## src/rtl/bip_pkg.sv

```systemverilog
// -----------------------------------------------------------------------------
// bip_pkg
// Shared definitions for the BIP control unit: opcode encodings, accumulator
// and ALU operand mux encodings, ALU operation codes and the RUN/HALT state
// encoding. Imported by bip_opcode_decoder and bip_control_unit.
// -----------------------------------------------------------------------------
package bip_pkg;

  // Opcode encodings (5-bit native width; zero-extended where wider)
  localparam logic [4:0] OPC_HLT  = 5'b00000;
  localparam logic [4:0] OPC_STO  = 5'b00001;
  localparam logic [4:0] OPC_LD   = 5'b00010;
  localparam logic [4:0] OPC_LDI  = 5'b00011;
  localparam logic [4:0] OPC_ADD  = 5'b00100;
  localparam logic [4:0] OPC_ADDI = 5'b00101;
  localparam logic [4:0] OPC_SUB  = 5'b00110;
  localparam logic [4:0] OPC_SUBI = 5'b00111;
  localparam logic [4:0] OPC_BEQ  = 5'b01000;
  localparam logic [4:0] OPC_BNE  = 5'b01001;
  localparam logic [4:0] OPC_BLT  = 5'b01010;
  localparam logic [4:0] OPC_JMP  = 5'b01011;
  localparam logic [4:0] OPC_CALL = 5'b01100;
  localparam logic [4:0] OPC_RET  = 5'b01101;

  // Accumulator input mux
  localparam logic [1:0] SEL_A_RAM = 2'b00;
  localparam logic [1:0] SEL_A_IMM = 2'b01;
  localparam logic [1:0] SEL_A_ALU = 2'b10;

  // ALU B operand mux
  localparam logic SEL_B_RAM = 1'b0;
  localparam logic SEL_B_IMM = 1'b1;

  // ALU operation
  localparam logic ALU_ADD = 1'b0;
  localparam logic ALU_SUB = 1'b1;

  typedef enum logic {
    ST_RUN  = 1'b0,
    ST_HALT = 1'b1
  } bip_state_e;

endpackage

```

## src/rtl/bip_opcode_decoder.sv

```systemverilog
// -----------------------------------------------------------------------------
// bip_opcode_decoder
// Purely combinational opcode decode into datapath controls. Strobes are raw
// decode; the top gates them with stall/halt/reset.
// Ports:
//   opcode     in   OPCODE_WIDTH  opcode field of the current instruction
//   sel_a      out  2             accumulator mux select
//   sel_b      out  1             ALU B select
//   wr_acc     out  1             accumulator write (ungated)
//   op         out  1             ALU op: 0 add, 1 subtract
//   wr_ram     out  1             data RAM write (ungated)
//   rd_ram     out  1             data RAM read (ungated)
//   is_branch  out  1             JMP/BEQ/BNE/BLT
//   is_halt    out  1             HLT
// CALL/RET are not decoded here; the top handles them when the call stack
// is built in.
// -----------------------------------------------------------------------------
module bip_opcode_decoder
  import bip_pkg::*;
#(
  parameter int OPCODE_WIDTH = 5
) (
  input  logic [OPCODE_WIDTH-1:0] opcode,
  output logic [1:0]              sel_a,
  output logic                    sel_b,
  output logic                    wr_acc,
  output logic                    op,
  output logic                    wr_ram,
  output logic                    rd_ram,
  output logic                    is_branch,
  output logic                    is_halt
);

  always_comb begin
    sel_a     = SEL_A_RAM;
    sel_b     = SEL_B_RAM;
    wr_acc    = 1'b0;
    op        = ALU_ADD;
    wr_ram    = 1'b0;
    rd_ram    = 1'b0;
    is_branch = 1'b0;
    is_halt   = 1'b0;
    case (opcode)
      OPCODE_WIDTH'(OPC_HLT):  is_halt = 1'b1;
      OPCODE_WIDTH'(OPC_STO):  wr_ram  = 1'b1;
      OPCODE_WIDTH'(OPC_LD): begin
        rd_ram = 1'b1;
        wr_acc = 1'b1;
        sel_a  = SEL_A_RAM;
      end
      OPCODE_WIDTH'(OPC_LDI): begin
        wr_acc = 1'b1;
        sel_a  = SEL_A_IMM;
      end
      OPCODE_WIDTH'(OPC_ADD): begin
        rd_ram = 1'b1;
        wr_acc = 1'b1;
        sel_a  = SEL_A_ALU;
        sel_b  = SEL_B_RAM;
        op     = ALU_ADD;
      end
      OPCODE_WIDTH'(OPC_ADDI): begin
        wr_acc = 1'b1;
        sel_a  = SEL_A_ALU;
        sel_b  = SEL_B_IMM;
        op     = ALU_ADD;
      end
      OPCODE_WIDTH'(OPC_SUB): begin
        rd_ram = 1'b1;
        wr_acc = 1'b1;
        sel_a  = SEL_A_ALU;
        sel_b  = SEL_B_RAM;
        op     = ALU_SUB;
      end
      OPCODE_WIDTH'(OPC_SUBI): begin
        wr_acc = 1'b1;
        sel_a  = SEL_A_ALU;
        sel_b  = SEL_B_IMM;
        op     = ALU_SUB;
      end
      OPCODE_WIDTH'(OPC_BEQ),
      OPCODE_WIDTH'(OPC_BNE),
      OPCODE_WIDTH'(OPC_BLT),
      OPCODE_WIDTH'(OPC_JMP):  is_branch = 1'b1;
      default: ;  // NOP
    endcase
  end

endmodule

```

## src/rtl/bip_control_unit.sv

```systemverilog
// -----------------------------------------------------------------------------
// bip_control_unit
// BIP control unit: program counter, RUN/HALT sequencing, branch resolution
// and opcode decode. Optional call/return stack enabled by defining the macro
// BIP_CALL_STACK_EN; without it CALL/RET behave as NOP and no stack exists.
// Ports:
//   clk             in   1              rising-edge clock
//   rst             in   1              synchronous, active-low reset
//   instruction     in   OPC+OPR        instruction from program ROM
//   stall           in   1              freeze PC/state/stack, kill strobes
//   acc_zero        in   1              accumulator == 0
//   acc_neg         in   1              accumulator sign
//   program_counter out  PC_WIDTH       registered fetch address
//   operand         out  OPERAND_WIDTH  instruction operand pass-through
//   sel_a           out  2              acc mux: 00 RAM, 01 imm, 10 ALU
//   sel_b           out  1              ALU B: 0 RAM, 1 imm
//   wr_acc          out  1              accumulator write enable
//   op              out  1              ALU op: 0 add, 1 subtract
//   wr_ram          out  1              data RAM write strobe
//   rd_ram          out  1              data RAM read strobe
//   halted          out  1              registered, 1 in HALT
//   state_dbg       out  bip_state_e    current FSM state (debug)
// Handshake: none; the unit advances every cycle that stall is low.
// -----------------------------------------------------------------------------
module bip_control_unit
  import bip_pkg::*;
#(
  parameter int PC_WIDTH      = 11,
  parameter int OPCODE_WIDTH  = 5,
  parameter int OPERAND_WIDTH = 11,
  parameter int STACK_DEPTH   = 4
) (
  input  logic                                  clk,
  input  logic                                  rst,
  input  logic [OPCODE_WIDTH+OPERAND_WIDTH-1:0] instruction,
  input  logic                                  stall,
  input  logic                                  acc_zero,
  input  logic                                  acc_neg,
  output logic [PC_WIDTH-1:0]                   program_counter,
  output logic [OPERAND_WIDTH-1:0]              operand,
  output logic [1:0]                            sel_a,
  output logic                                  sel_b,
  output logic                                  wr_acc,
  output logic                                  op,
  output logic                                  wr_ram,
  output logic                                  rd_ram,
  output logic                                  halted,
  output bip_state_e                            state_dbg
);

  localparam int INSTR_W = OPCODE_WIDTH + OPERAND_WIDTH;

  if (STACK_DEPTH < 1 || OPERAND_WIDTH < PC_WIDTH) begin : g_bad_params
    $error("bip_control_unit: STACK_DEPTH must be >= 1 and OPERAND_WIDTH >= PC_WIDTH");
  end

  logic [OPCODE_WIDTH-1:0] opcode;
  logic [PC_WIDTH-1:0]     target;
  logic [PC_WIDTH-1:0]     pc_inc;
  logic [PC_WIDTH-1:0]     pc_d;
  bip_state_e              state_q, state_d;

  logic dec_wr_acc, dec_wr_ram, dec_rd_ram, is_branch, is_halt;
  logic take_branch, strobe_en;

  assign opcode  = instruction[INSTR_W-1 -: OPCODE_WIDTH];
  assign operand = instruction[OPERAND_WIDTH-1:0];
  assign target  = operand[PC_WIDTH-1:0];
  assign pc_inc  = program_counter + PC_WIDTH'(1);  // natural wrap at all-ones

  bip_opcode_decoder #(
    .OPCODE_WIDTH(OPCODE_WIDTH)
  ) u_decoder (
    .opcode    (opcode),
    .sel_a     (sel_a),
    .sel_b     (sel_b),
    .wr_acc    (dec_wr_acc),
    .op        (op),
    .wr_ram    (dec_wr_ram),
    .rd_ram    (dec_rd_ram),
    .is_branch (is_branch),
    .is_halt   (is_halt)
  );

  // Side-effecting strobes only fire while actually executing.
  assign strobe_en = rst && !stall && (state_q == ST_RUN);
  assign wr_acc    = dec_wr_acc && strobe_en;
  assign wr_ram    = dec_wr_ram && strobe_en;
  assign rd_ram    = dec_rd_ram && strobe_en;

  assign halted    = (state_q == ST_HALT);
  assign state_dbg = state_q;

  // Flags are sampled alongside the branch instruction itself.
  always_comb begin
    take_branch = 1'b0;
    if (is_branch) begin
      case (opcode)
        OPCODE_WIDTH'(OPC_JMP): take_branch = 1'b1;
        OPCODE_WIDTH'(OPC_BEQ): take_branch = acc_zero;
        OPCODE_WIDTH'(OPC_BNE): take_branch = !acc_zero;
        OPCODE_WIDTH'(OPC_BLT): take_branch = acc_neg;
        default:                take_branch = 1'b0;
      endcase
    end
  end

`ifdef BIP_CALL_STACK_EN
  localparam int SP_W  = $clog2(STACK_DEPTH + 1);
  localparam int IDX_W = (STACK_DEPTH > 1) ? $clog2(STACK_DEPTH) : 1;

  logic [PC_WIDTH-1:0] stack_mem [STACK_DEPTH];
  logic [SP_W-1:0]     sp_q;
  logic                push, pop;
  logic                is_call, is_ret, stack_full, stack_empty;
  logic [PC_WIDTH-1:0] stack_top;

  assign is_call     = (opcode == OPCODE_WIDTH'(OPC_CALL));
  assign is_ret      = (opcode == OPCODE_WIDTH'(OPC_RET));
  assign stack_full  = (sp_q == SP_W'(STACK_DEPTH));
  assign stack_empty = (sp_q == '0);
  assign stack_top   = stack_mem[IDX_W'(sp_q - SP_W'(1))];

  always_ff @(posedge clk) begin
    if (!rst) begin
      sp_q <= '0;
    end else if (push) begin
      stack_mem[IDX_W'(sp_q)] <= pc_inc;
      sp_q                    <= sp_q + SP_W'(1);
    end else if (pop) begin
      sp_q <= sp_q - SP_W'(1);
    end
  end
`endif

  // Next-state / next-PC. Stall freezes everything; a stack fault holds PC
  // and parks the unit in HALT.
  always_comb begin
    state_d = state_q;
    pc_d    = program_counter;
`ifdef BIP_CALL_STACK_EN
    push    = 1'b0;
    pop     = 1'b0;
`endif
    if (state_q == ST_RUN && !stall) begin
      if (is_halt) begin
        state_d = ST_HALT;
`ifdef BIP_CALL_STACK_EN
      end else if (is_call) begin
        if (stack_full) begin
          state_d = ST_HALT;
        end else begin
          push = 1'b1;
          pc_d = target;
        end
      end else if (is_ret) begin
        if (stack_empty) begin
          state_d = ST_HALT;
        end else begin
          pop  = 1'b1;
          pc_d = stack_top;
        end
`endif
      end else if (take_branch) begin
        pc_d = target;
      end else begin
        pc_d = pc_inc;
      end
    end
  end

  always_ff @(posedge clk) begin
    if (!rst) begin
      state_q         <= ST_RUN;
      program_counter <= '0;
    end else begin
      state_q         <= state_d;
      program_counter <= pc_d;
    end
  end

endmodule

```

## config.mk

```make
export PLATFORM = sky130hd
export DESIGN_NAME = bip_control_unit
export DESIGN_NICKNAME = d
export VERILOG_FILES = /design/src/rtl/bip_pkg.sv /design/src/rtl/bip_opcode_decoder.sv /design/src/rtl/bip_control_unit.sv
export SDC_FILE = /design/constraint.sdc
export NUM_CORES = 1
export LEC_CHECK = 0
export ABC_AREA = 1
export BUFFER_PORTS_ARGS = -buffer_cell sky130_fd_sc_hd__buf_2
export CAP_MARGIN = 5
export CORE_UTILIZATION = 40
export DETAILED_ROUTE_END_ITERATION = 16
export HOLD_SLACK_MARGIN = 0.08
export PLACE_DENSITY = 0.67
export SLEW_MARGIN = 10
export SYNTH_ARGS = -nofsm -noshare
export SYNTH_HDL_FRONTEND = slang
export SYNTH_SLANG_ARGS = --single-unit
```

## constraint.sdc

```tcl
create_clock -name clk -period 1.52 [get_ports clk]
set_input_delay 0.304 -clock clk [delete_from_list [all_inputs] [get_ports clk]]
set_output_delay 0.304 -clock clk [all_outputs]
set_load 0.005 [all_outputs]
```

==> results of run 1 <==
## power breakdown
part	switching (mW)	internal, mW	total, mW
combinational	0.108	0.0814	0.189
sequential	0.0143	0.326	0.340
clock	0.117	0.146	0.263
total	0.239	0.553	0.792
## critical path: cells and delay by family (launching register included)
kind	cells	cell delay, ns
AO/OA/AOI/OAI	1	0.15
flip-flops	1	0.36
AND/OR/NAND/NOR	3	0.31
buffers and inverters	1	0.11
## state kept, by name (all words and copies together), names as in the netlist
signal,count
program_counter,11
halted,1
## synth_stat cells
| cell | count | area share, % |
|---|---|---|
| nand3b_1 | 2 | 1.4 |
| a211oi_1 | 1 | 0.71 |
| nand4_1 | 9 | 5.3 |
| a21oi_1 | 11 | 5.2 |
| xor2_1 | 1 | 0.83 |
| dfxtp_1 | 12 | 23 |
| nand2_2 | 2 | 1.2 |
| nand3_4 | 2 | 3.3 |
| nand2_1 | 44 | 16 |
| nor2_4 | 1 | 1.1 |
| nor4_1 | 1 | 0.59 |
| nand3_1 | 13 | 6.2 |
| nor2_1 | 18 | 6.4 |
| ha_1 | 1 | 1.2 |
| buf_6 | 2 | 2.1 |
| o21ai_0 | 5 | 2.4 |
| buf_4 | 12 | 8.5 |
| a31oi_1 | 1 | 0.59 |
| and2_1 | 1 | 0.59 |
| nor3_1 | 3 | 1.4 |
| inv_2 | 2 | 0.71 |
| nand3_2 | 2 | 1.9 |
| inv_1 | 27 | 9.6 |
| buf_2 | 1 | 0.47 |
## what timing repair did
| item | 4_1_cts | 5_1_grt |
|---|---|---|
| endpoints found under the setup margin | 3 | 6 |
| setup buffers | 1 | 0 |
| resized for setup | 6 | 2 |
| pin swaps | 1 | 0 |
| hold endpoints to repair | 0 | 0 |
## worst max-delay path by stage
stage,start,endpoint,slack (ns),cells after the start
2_1_floorplan,halted,rd_ram,0.23,4
3_3_place_gp,instruction[15],program_counter[1],0.11,11
6_report,halted,rd_ram,0.008,5
3_5_place_dp,instruction[15],program_counter[10],0.06,11
5_1_grt,halted,rd_ram,-0.12,5
4_1_cts,halted,rd_ram,-0.003,5
## metal layers
layer	part of all wire (%)	wire [um]
met4	1.1	27
met1	44	1100
met5	0	0
met3	5.7	142
met2	49	1220
## metrics by stage
step / util (%) / std cells
floorplan: - / 174
global placement: 50.7 / 243
detailed placement: 50.7 / 243
CTS: 53.2 / 248
global route: 53.4 / 248
finish: 53.4 / 248
## final cells by class
class,instances,area share [%]
flip-flops and latches,12,18.4
repair buffers,55,21.6
well taps,30,2.84
clock buffers,4,2.74
inverters,29,8.23
multi-input cells,118,46.2
## kinds of logic (layout without fill, tap and decap cells)
| group | Yosys count | in the layout | share of synthesized area, % |
|---|---|---|---|
| AO/OA/AOI/OAI | 18 | 18 | 8.88 |
| AND/OR/NAND/NOR | 98 | 98 | 45.0 |
| adder cells (fa/ha/maj) | 1 | 1 | 1.18 |
| flip-flops | 12 | 12 | 22.7 |
| buffers and inverters | 44 | 88 | 21.4 |
| XOR/XNOR | 1 | 1 | 0.829 |
==> reports/results.ini, run 1 <==
[clock_network]
postCtsHoldBufs=0
clock-sinks=12
numCtsBuffers=3
cts_buffer_depth=2
cts_tree=built
htreeDepth=1
clk_pin_slew_ns=0.08
cts-root-buf=clkbuf_4
clock_latency_ns=0.28

[global_route]
gr-usage-met1_pct=23.0
grt_pass1_wl_um=3970
antenna_found_initial=0
use_met2_pct=33.3
grt_pass1_vias=962
gr-usage-all-layers_pct=19.3
grt_max_degree=18
busiest_layer=met2
grt_use_met3_pct=5.17
grt_overflow=0

[logic_synthesis]
synth.distinct_cells=24
yosysWarnings=0
yosysSeqAreaShare_pct=22.7
syn_inst=174
syn-num-nets=196
syn_area_per_cell_sq_um=6.08
syn_area_sq_um=1060
ys_ff_latch=12

[placement]
place_ws_ns=0.0606
portBuffers=51
post_dp_cell_area_sq_um=1250
hpwlAfterDp_um=1950
place_congestion=0.871

[die]
ios=52
die_y_um=53.4
dieArea_sq_um=2850
coreArea_sq_um=2480
die-width_um=53.4
num_rows=18
start_util_pct=42.7

[drt]
vias=1200
vias_per_cell=4.84
first_iter_violations=30
drt.antenna.violating_nets=0
wl_um=2490
drc=0
drtPass1Iterations=4
routedWlPerCell_um=10.0

[sta]
rsz0062_at_grt=true
setup_violations=0
tightest_slew_ns=0.356
maxSlewViolCount=0
worst_slack_ns=0.00785
skew_ns=0.00655
fin_setup_tns_ns=0
whs_ns=0.310
relSlewSlack_pct=76.2
fmax_mhz=661
period_share_pct=99.5
hold_viol=0
layout_min_cycle_time_ns=1.51

[power]
p_per_area_nw_per_um2=599
total_leakage_power_nw=0.710
ir_drop_v=0.000543
power.total_mw=0.792

[layout]
seq_area_sq_um=244
final_common_cell=buf_2
finish.instance_area_sq_um=1320
mostFrequentLayoutCells=buf_2, nand2_1, inv_1
n_fill_cell=263
multiInputGateArea_sq_um=611
area_growth_pct=25.1
insertedDiodeCount=0
fin_nets=241
drive_above_1_share_pct=33.9

[job]
maxCapViolCount=0

[setup_path]
cp_slowest_cell=dfxtp_4
critPathKind=flip-flop to output pin
max_stage_delay_ns=0.36
r2r_cells=7
start_kind=flip-flop
critPathMaxFanout=3
end_kind=output pin
r2r_end=program_counter[4]
reg2reg_from=program_counter[0]
cp_cell_sequence=nor2_4, nand2_2, a211oi_2, and2_1, buf_2
worst_ep_required_time_ns=1.22
r2r_setup_slack_ns=0.18
cp.arrival_ns=1.21

[status]
status=finished clean

[hold_path]
min_path_cells=3
whs_endpoint=program_counter[2]
min_from=rst
hp-class=primary input to flip-flop

Note: power is estimated with default switching activity, not from simulation.
==> run 2: changes to the inputs <==
Settings changed: CORE_MARGIN set to 4.
==> reports/results.ini, run 2 (same netlist as run 1, synthesis figures left out) <==
[setup_path]
r2r_setup_slack_ns=0.19  ; about the same
start_kind=flip-flop
critPathKind=flip-flop to output pin
r2r_cells=8  ; +1
end_kind=output pin
critPathMaxFanout=4  ; +1
cp.arrival_ns=1.20  ; about the same
worst_ep_required_time_ns=1.22  ; about the same

[hold_path]
hp-class=primary input to flip-flop
min_path_cells=5  ; +2

[power]
pwr-share-clk_pct=26.8  ; -6.4 points
p_per_area_nw_per_um2=554  ; -7.5%
switching_share_pct=31.1  ; +0.89 points
p_switching_mw=0.228  ; -4.5%
pwr-share-comb_pct=27.0  ; +3.1 points
pwr-share-seq_pct=46.3  ; +3.4 points
power.total_mw=0.735  ; -7.2%
total_leakage_power_nw=0.721  ; +1.5%
internal-power_mw=0.507  ; -8.4%
ir_drop_v=0.000423  ; -22%

[sta]
fmax_mhz=665  ; +0.53%
whs_ns=0.379  ; +0.0684 ns
hold_viol=0  ; unchanged
setup_violations=0  ; unchanged
worst_slack_ns=0.0159  ; +0.00805 ns
period_share_pct=99.0  ; -0.53 points
maxSlewViolCount=0  ; unchanged
relSlewSlack_pct=75.6  ; -0.61 points
rsz0062_at_grt=true
tightest_slew_ns=0.365  ; +0.00907 ns
skew_ns=0.00934  ; +0.00279 ns
layout_min_cycle_time_ns=1.50  ; -0.00805 ns

[placement]
hpwlAfterDp_um=2160  ; +11%
portBuffers=51  ; unchanged
place_congestion=0.796  ; -8.6%
placedCellCount=247  ; +1.6%
place_ws_ns=0.0565  ; -0.00403 ns

[drt]
vias_per_cell=4.63  ; -4.4%
drc=0  ; unchanged
wl_um=2670  ; +7.0%
drt.antenna.violating_nets=0  ; unchanged
routedWlPerCell_um=10.6  ; +5.7%
vias=1161  ; -3.3%
drtPass1Iterations=4  ; unchanged
first_iter_violations=16  ; -47%

[die]
die-width_um=59.4  ; +11%
start_util_pct=42.3  ; -0.38 points
dieArea_sq_um=3530  ; +24%
ios=52  ; unchanged
num_rows=18  ; unchanged
coreArea_sq_um=2500  ; +0.91%
die_y_um=59.4  ; +11%

[clock_network]
cts_buffer_depth=2  ; unchanged
htreeDepth=1  ; unchanged
cts_tree=built
clock-sinks=12  ; unchanged
numCtsBuffers=3  ; unchanged
clk_pin_slew_ns=0.07  ; about the same
cts-root-buf=clkbuf_4
postCtsHoldBufs=0  ; unchanged
clock_latency_ns=0.28  ; about the same

[layout]
utilization_pct=53.1  ; -0.33 points
drive_above_1_share_pct=33.9  ; about the same
regMostFlops=program_counter
insertedDiodeCount=0  ; unchanged
largest_reg_flops=11  ; unchanged
final_common_cell=buf_2
fin_cells=251  ; +1.2%
fin_nets=245  ; +1.7%
multiInputGateArea_sq_um=601  ; -1.6%
mostFrequentLayoutCells=buf_2, nand2_1, inv_1
seq_area_sq_um=241  ; -1.0%
n_fill_cell=267  ; +1.5%
area_growth_pct=25.4

[status]
status=finished clean

[global_route]
grt_overflow=0  ; unchanged
antenna_found_initial=0  ; unchanged
grt_pass1_vias=998  ; +3.7%
grt_pass1_wl_um=4300  ; +8.2%
gr-usage-all-layers_pct=16.0  ; -3.4 points
grt_max_degree=18  ; unchanged

[job]
maxCapViolCount=0  ; unchanged

[run 2: power by group through the flow]
stage | Clock, mW | Sequential, mW | Combinational [mW]
2_1_floorplan | 0 | 0.348 | 0.125
3_3_place_gp | 0 | 0.347 | 0.195
3_5_place_dp | 0 | 0.347 | 0.196
4_1_cts | 0.204 | 0.340 | 0.201
5_1_grt | 0.223 | 0.342 | 0.225
6_report | 0.197 | 0.340 | 0.198
[run 2: timing repair]
item,in CTS,in global routing
setup buffers,1,0
gates cloned,0,0
pin swaps,1,0
gates resized for setup,3,1
endpoints found under the setup margin,3,5
[run 2: final cells by class]
class                           count  area share (%)
Sequential cell                    12            18.2
Timing Repair Buffer               59            23.8
Inverter                           29            8.21
Multi-Input combinational cell    118            45.3
Clock buffer                        3            1.70
Tap cell                           30            2.83
[run 2: path summary, 6_finish.rpt]
path                                     startpoint                  end
worst max-delay path                         halted               rd_ram
worst min register to register  program_counter[10]  program_counter[10]
worst min-delay path                 instruction[1]   program_counter[1]
worst max register to register   program_counter[0]  program_counter[10]
[run 2: worst max-delay path: stages (launching register included)]
cell and delay (ns):
dfxtp_2 0.34, nor2_2 0.10, nand2_1 0.09, a211oi_2 0.16
and2_1 0.14, buf_2 0.11
[run 2: per-layer routing]
| layer | vias to the layer above | wire length, um | GRT usage [%] |
|---|---|---|---|
| li1 | 637 | - | - |
| met1 | 491 | 1210 | 20.0 |
| met2 | 29 | 1250 | 26.4 |
| met3 | 4 | 180 | 5.01 |
| met4 | 0 | 27 | 3.88 |
| met5 | - | 0 | 0 |
[run 2: metrics by stage]
stage | instance area, sq um | setup TNS [ns]
after floorplan | 1060 | 0
after global placement | 1280 | 0
after detailed placement | 1280 | 0
after CTS | 1320 | -0.00430
after global routing | 1330 | -0.132
final | 1330 | 0
